## src/rtl/enable_counter_if.sv

```systemverilog
// Count bus between a requester and enable_counter: the enable request plus
// the registered count value and its update flag.
interface enable_counter_if #(
    parameter int WIDTH = 5
) ();
    logic             enable;
    logic [WIDTH-1:0] contador;
    logic             valid;

    modport master (
        output enable,
        input  contador,
        input  valid
    );

    modport slave (
        input  enable,
        output contador,
        output valid
    );
endinterface

```

## src/rtl/enable_counter.sv

```systemverilog
// Registered up-counter with an update flag. It wraps modulo 2^WIDTH by default.
// Defining ENABLE_COUNTER_SATURATE_EN makes it stop at 2^WIDTH-1 instead.
module enable_counter #(
    parameter int WIDTH = 5
) (
    input  logic                clk,
    input  logic                rst,
    enable_counter_if.slave     bus
);
    localparam logic [WIDTH-1:0] ONE = WIDTH'(1);

    logic [WIDTH-1:0] count_reg;
    logic [WIDTH-1:0] count_next;
    logic             valid_reg;
    logic             valid_next;

    always_comb begin
        count_next = count_reg;
        valid_next = 1'b0;
        if (bus.enable) begin
`ifdef ENABLE_COUNTER_SATURATE_EN
            // valid reports an actual change, so it stays low once the count is pinned at max
            if (count_reg != {WIDTH{1'b1}}) begin
                count_next = count_reg + ONE;
                valid_next = 1'b1;
            end
`else
            count_next = count_reg + ONE;
            valid_next = 1'b1;
`endif
        end
    end

    always_ff @(posedge clk or negedge rst) begin
        if (!rst) begin
            count_reg <= '0;
            valid_reg <= 1'b0;
        end else begin
            count_reg <= count_next;
            valid_reg <= valid_next;
        end
    end

    assign bus.contador = count_reg;
    assign bus.valid    = valid_reg;
endmodule

```

## src/flat_wrapper.sv

```systemverilog
// flat-port wrapper written by rule: the top's interface ports become plain ports
module enable_counter_flat 
#(
    parameter int WIDTH = 5
)
  (clk, rst, bus_enable, bus_contador, bus_valid);
  enable_counter_if #(.WIDTH(WIDTH)) bus_i ();
  input  logic clk;
  input  logic rst;
  input wire logic [$bits(bus_i.enable)-1:0] bus_enable;
  output wire logic [$bits(bus_i.contador)-1:0] bus_contador;
  output wire logic [$bits(bus_i.valid)-1:0] bus_valid;
  assign bus_i.enable = bus_enable;
  assign bus_contador = bus_i.contador;
  assign bus_valid = bus_i.valid;
  enable_counter #(.WIDTH(WIDTH)) u_core (.clk(clk), .rst(rst), .bus(bus_i));
endmodule
```

## config.mk

```make
export PLATFORM = sky130hd
export DESIGN_NAME = enable_counter_flat
export DESIGN_NICKNAME = d
export VERILOG_FILES = /design/src/rtl/enable_counter_if.sv /design/src/rtl/enable_counter.sv /design/src/flat_wrapper.sv
export SDC_FILE = /design/constraint.sdc
export NUM_CORES = 1
export LEC_CHECK = 0
export BUFFER_PORTS_ARGS = -buffer_cell sky130_fd_sc_hd__buf_2
export CAP_MARGIN = 5
export CORE_AREA = 2 2 39 41
export CTS_CLUSTER_DIAMETER = 50
export DETAILED_ROUTE_END_ITERATION = 6
export DIE_AREA = 0 0 41 43
export PLACE_DENSITY = 0.37
export SLEW_MARGIN = 0
export SYNTH_ARGS = -nofsm -noshare
export SYNTH_HDL_FRONTEND = slang
export SYNTH_SLANG_ARGS = --single-unit
export TNS_END_PERCENT = 10
```

## constraint.sdc

```tcl
create_clock -name clk -period 1.2 [get_ports clk]
set_input_delay 0.12 -clock clk [delete_from_list [all_inputs] [get_ports clk]]
set_output_delay 0.12 -clock clk [all_outputs]
set_load 0.01 [all_outputs]
```

==> flow_metrics.py <==
metrics = {
    "run_status": {
        "status": "finished clean",
    },
    "timing": {
        "final.setup.tns_ns": 0,
        "finalHoldViolations": 0,
        "grt_setup_unrepaired": "no",
        "finClkSkew_ns": 0.00406,
        "final-max-slew-violation-count": 0,
        "max_freq_mhz": 961,
        "finalCriticalPeriod_ns": 1.04,
        "setup_viol": 0,
        "worst_pin_slew_ns": 0.150,
        "hold_ws_ns": 0.0739,
        "finalCritPeriodShare_pct": 86.7,
        "setup_ws_ns": 0.159,
        "relSlewSlack_pct": 90.0,
    },
    "floorplan": {
        "die-area_um2": 1760,
        "fp-row-count": 14,
        "start_util_pct": 16.3,
        "die_w_um": 41,
        "io_pins": 9,
        "core-area_um2": 1380,
        "die_h_um": 43,
    },
    "yosys": {
        "synth_area_per_cell_um2": 15.0,
        "synth_top_area_share_pct": 66.7,
        "synth_seq_area_share_pct": 66.7,
        "ys_warn_count": 0,
        "synth_fp_nets": 19,
        "netlist_instances": 15,
        "yosysUniqueCellTypes": 7,
        "synth-seq-cells": 6,
        "syn-cell-area_um2": 225,
        "synth_area_leaders": "dfrtp_1 67%, xnor2_1 12%, ha_1 5.6%",
        "yosys.area.top_type": "dfrtp_1",
    },
    "clocking": {
        "htreeDepth": 1,
        "insertion_delay_ns": 0.24,
        "clock-root-buffer": "clkbuf_4",
        "cts_tree": "done",
        "cts_resized": 0,
        "cts_sinks": 6,
        "clk_pin_slew_ns": 0.05,
        "cts_buffers": 3,
        "clockBufferDepth": 2,
        "post-cts-setup-buffers": 0,
    },
    "run": {
        "drv_cap": 0,
    },
    "worst_setup_path": {
        "critPathLaunchType": "flip-flop",
        "cp_max_fo": 2,
        "critical_path_arrival_ns": 1.17,
        "critPathKind": "reg2reg",
        "cp.required_ns": 1.33,
        "critPathCaptureType": "flip-flop",
        "ff2ff_setup_slack_ns": 0.16,
    },
    "global_route": {
        "grt_first_pass_wirelength_um": 683,
        "antenna_found_initial": 0,
        "grt_overflow_total": 0,
        "grt_max_degree": 7,
        "track_usage_pct": 6.97,
        "grt_pass1_vias": 166,
    },
    "routing": {
        "wirelength_um": 435,
        "num_vias": 159,
        "drcViolationCount": 0,
        "wl_per_cell_um": 9.89,
        "routed_via_density": 3.61,
        "dr.pass1.iters": 1,
        "drt_iter0_drc": 0,
        "detail-route-antenna-nets": 0,
    },
    "min_path": {
        "min_path_type": "in2reg",
    },
    "power": {
        "power.density_nw_per_um2": 2680,
        "irDropWorstVdd_mv": 0.852,
        "finalPower_uw": 871,
        "power_leakage_nw": 0.151,
    },
    "place": {
        "gp_congestion": 0.677,
        "dpl_worst_slack_ns": 0.165,
        "placed_area_um2": 293,
        "io_buffer_count": 8,
        "numPlacedInstances": 40,
    },
    "cells_and_area": {
        "n_fill_cell": 161,
        "nNetsFinal": 34,
        "n_antenna_cell": 0,
        "final_layout_size_suffix_gt1_share_pct": 46.4,
        "final_cells": 44,
        "areaGrowthSynthToFinish_pct": 44.4,
        "finalInstanceArea_um2": 325,
        "final_util_pct": 23.5,
        "largest_reg_flops": 5,
    },
}
[Yosys cell counts]
| cell | count |
|---|---|
| xnor2_1 | 3 |
| mux2_2 | 1 |
| xor2_1 | 1 |
| ha_1 | 1 |
| nand4_1 | 2 |
| nand2_1 | 1 |
| dfrtp_1 | 6 |
[cells by family after synthesis]
kind of cell	Yosys count	share of synthesized area, %
xor gates and xnor gates	4	15.6
adders and majority gates	1	5.55
DFF	6	66.7
muxes	1	5.00
and+or+nand+nor	3	7.22
[report_power, final]
part / total (mW) / internal (mW) / switching, mW / leakage (nW)
clock network: 0.187 / 0.113 / 0.0739 / 0.0138
logic: 0.315 / 0.172 / 0.143 / 0.0668
registers: 0.369 / 0.295 / 0.0741 / 0.0706
total: 0.871 / 0.579 / 0.291 / 0.151
[layout make-up]
| class | instances | area, um^2 | area share, % |
|---|---|---|---|
| flip-flops and latches | 6 | 150 | 46.2 |
| well taps | 16 | 20.0 | 6.15 |
| repair buffers | 10 | 57.6 | 17.7 |
| multi-input cells | 9 | 75.1 | 23.1 |
| clock buffers | 3 | 22.5 | 6.92 |
[metal layers]
layer | GRT usage [%] | vias to the layer above | part of all wire [%]
li1 | - | 77 | -
met1 | 7.54 | 72 | 44
met2 | 6.88 | 10 | 40
met3 | 9.42 | 0 | 16
met4 | 4.00 | 0 | 0
met5 | 0 | - | 0
[cell usage in the layout (no fill, tap or decap)]
cell	synthesis	layout
mux2_2	1	1
xnor2_1	3	3
ha_1	1	1
nand2_1	1	1
nand4_1	2	2
xor2_1	1	1
clkbuf_4	0	3
dlygate4sd3_1	0	1
dfrtp_1	6	6
buf_4	0	1
buf_2	0	8
[worst max-delay path, stage by stage, from the launching register on]
cell	delay [ns]
dfrtp_1	0.38
ha_1	0.28
mux2_2	0.26
[worst paths after layout]
| check | start | cells after the start | to |
|---|---|---|---|
| min in group asynchronous | rst | 2 | u_core.bus.contador[2] |
| worst min-delay path | bus_enable | 1 | u_core.bus.valid |
| worst min register to register | u_core.bus.contador[4] | 1 | u_core.bus.contador[4] |
| max in group asynchronous | rst | 2 | u_core.bus.contador[4] |
| worst max register to register | u_core.bus.contador[0] | 2 | u_core.bus.contador[1] |
| worst max-delay path | u_core.bus.contador[0] | 2 | u_core.bus.contador[1] |
[what timing repair did]
action	in CTS	in global routing
setup endpoints to repair	0	0
hold endpoints to repair	6	0
hold buffers	1	0
No activity file was read; power rests on OpenSTA's default activity.
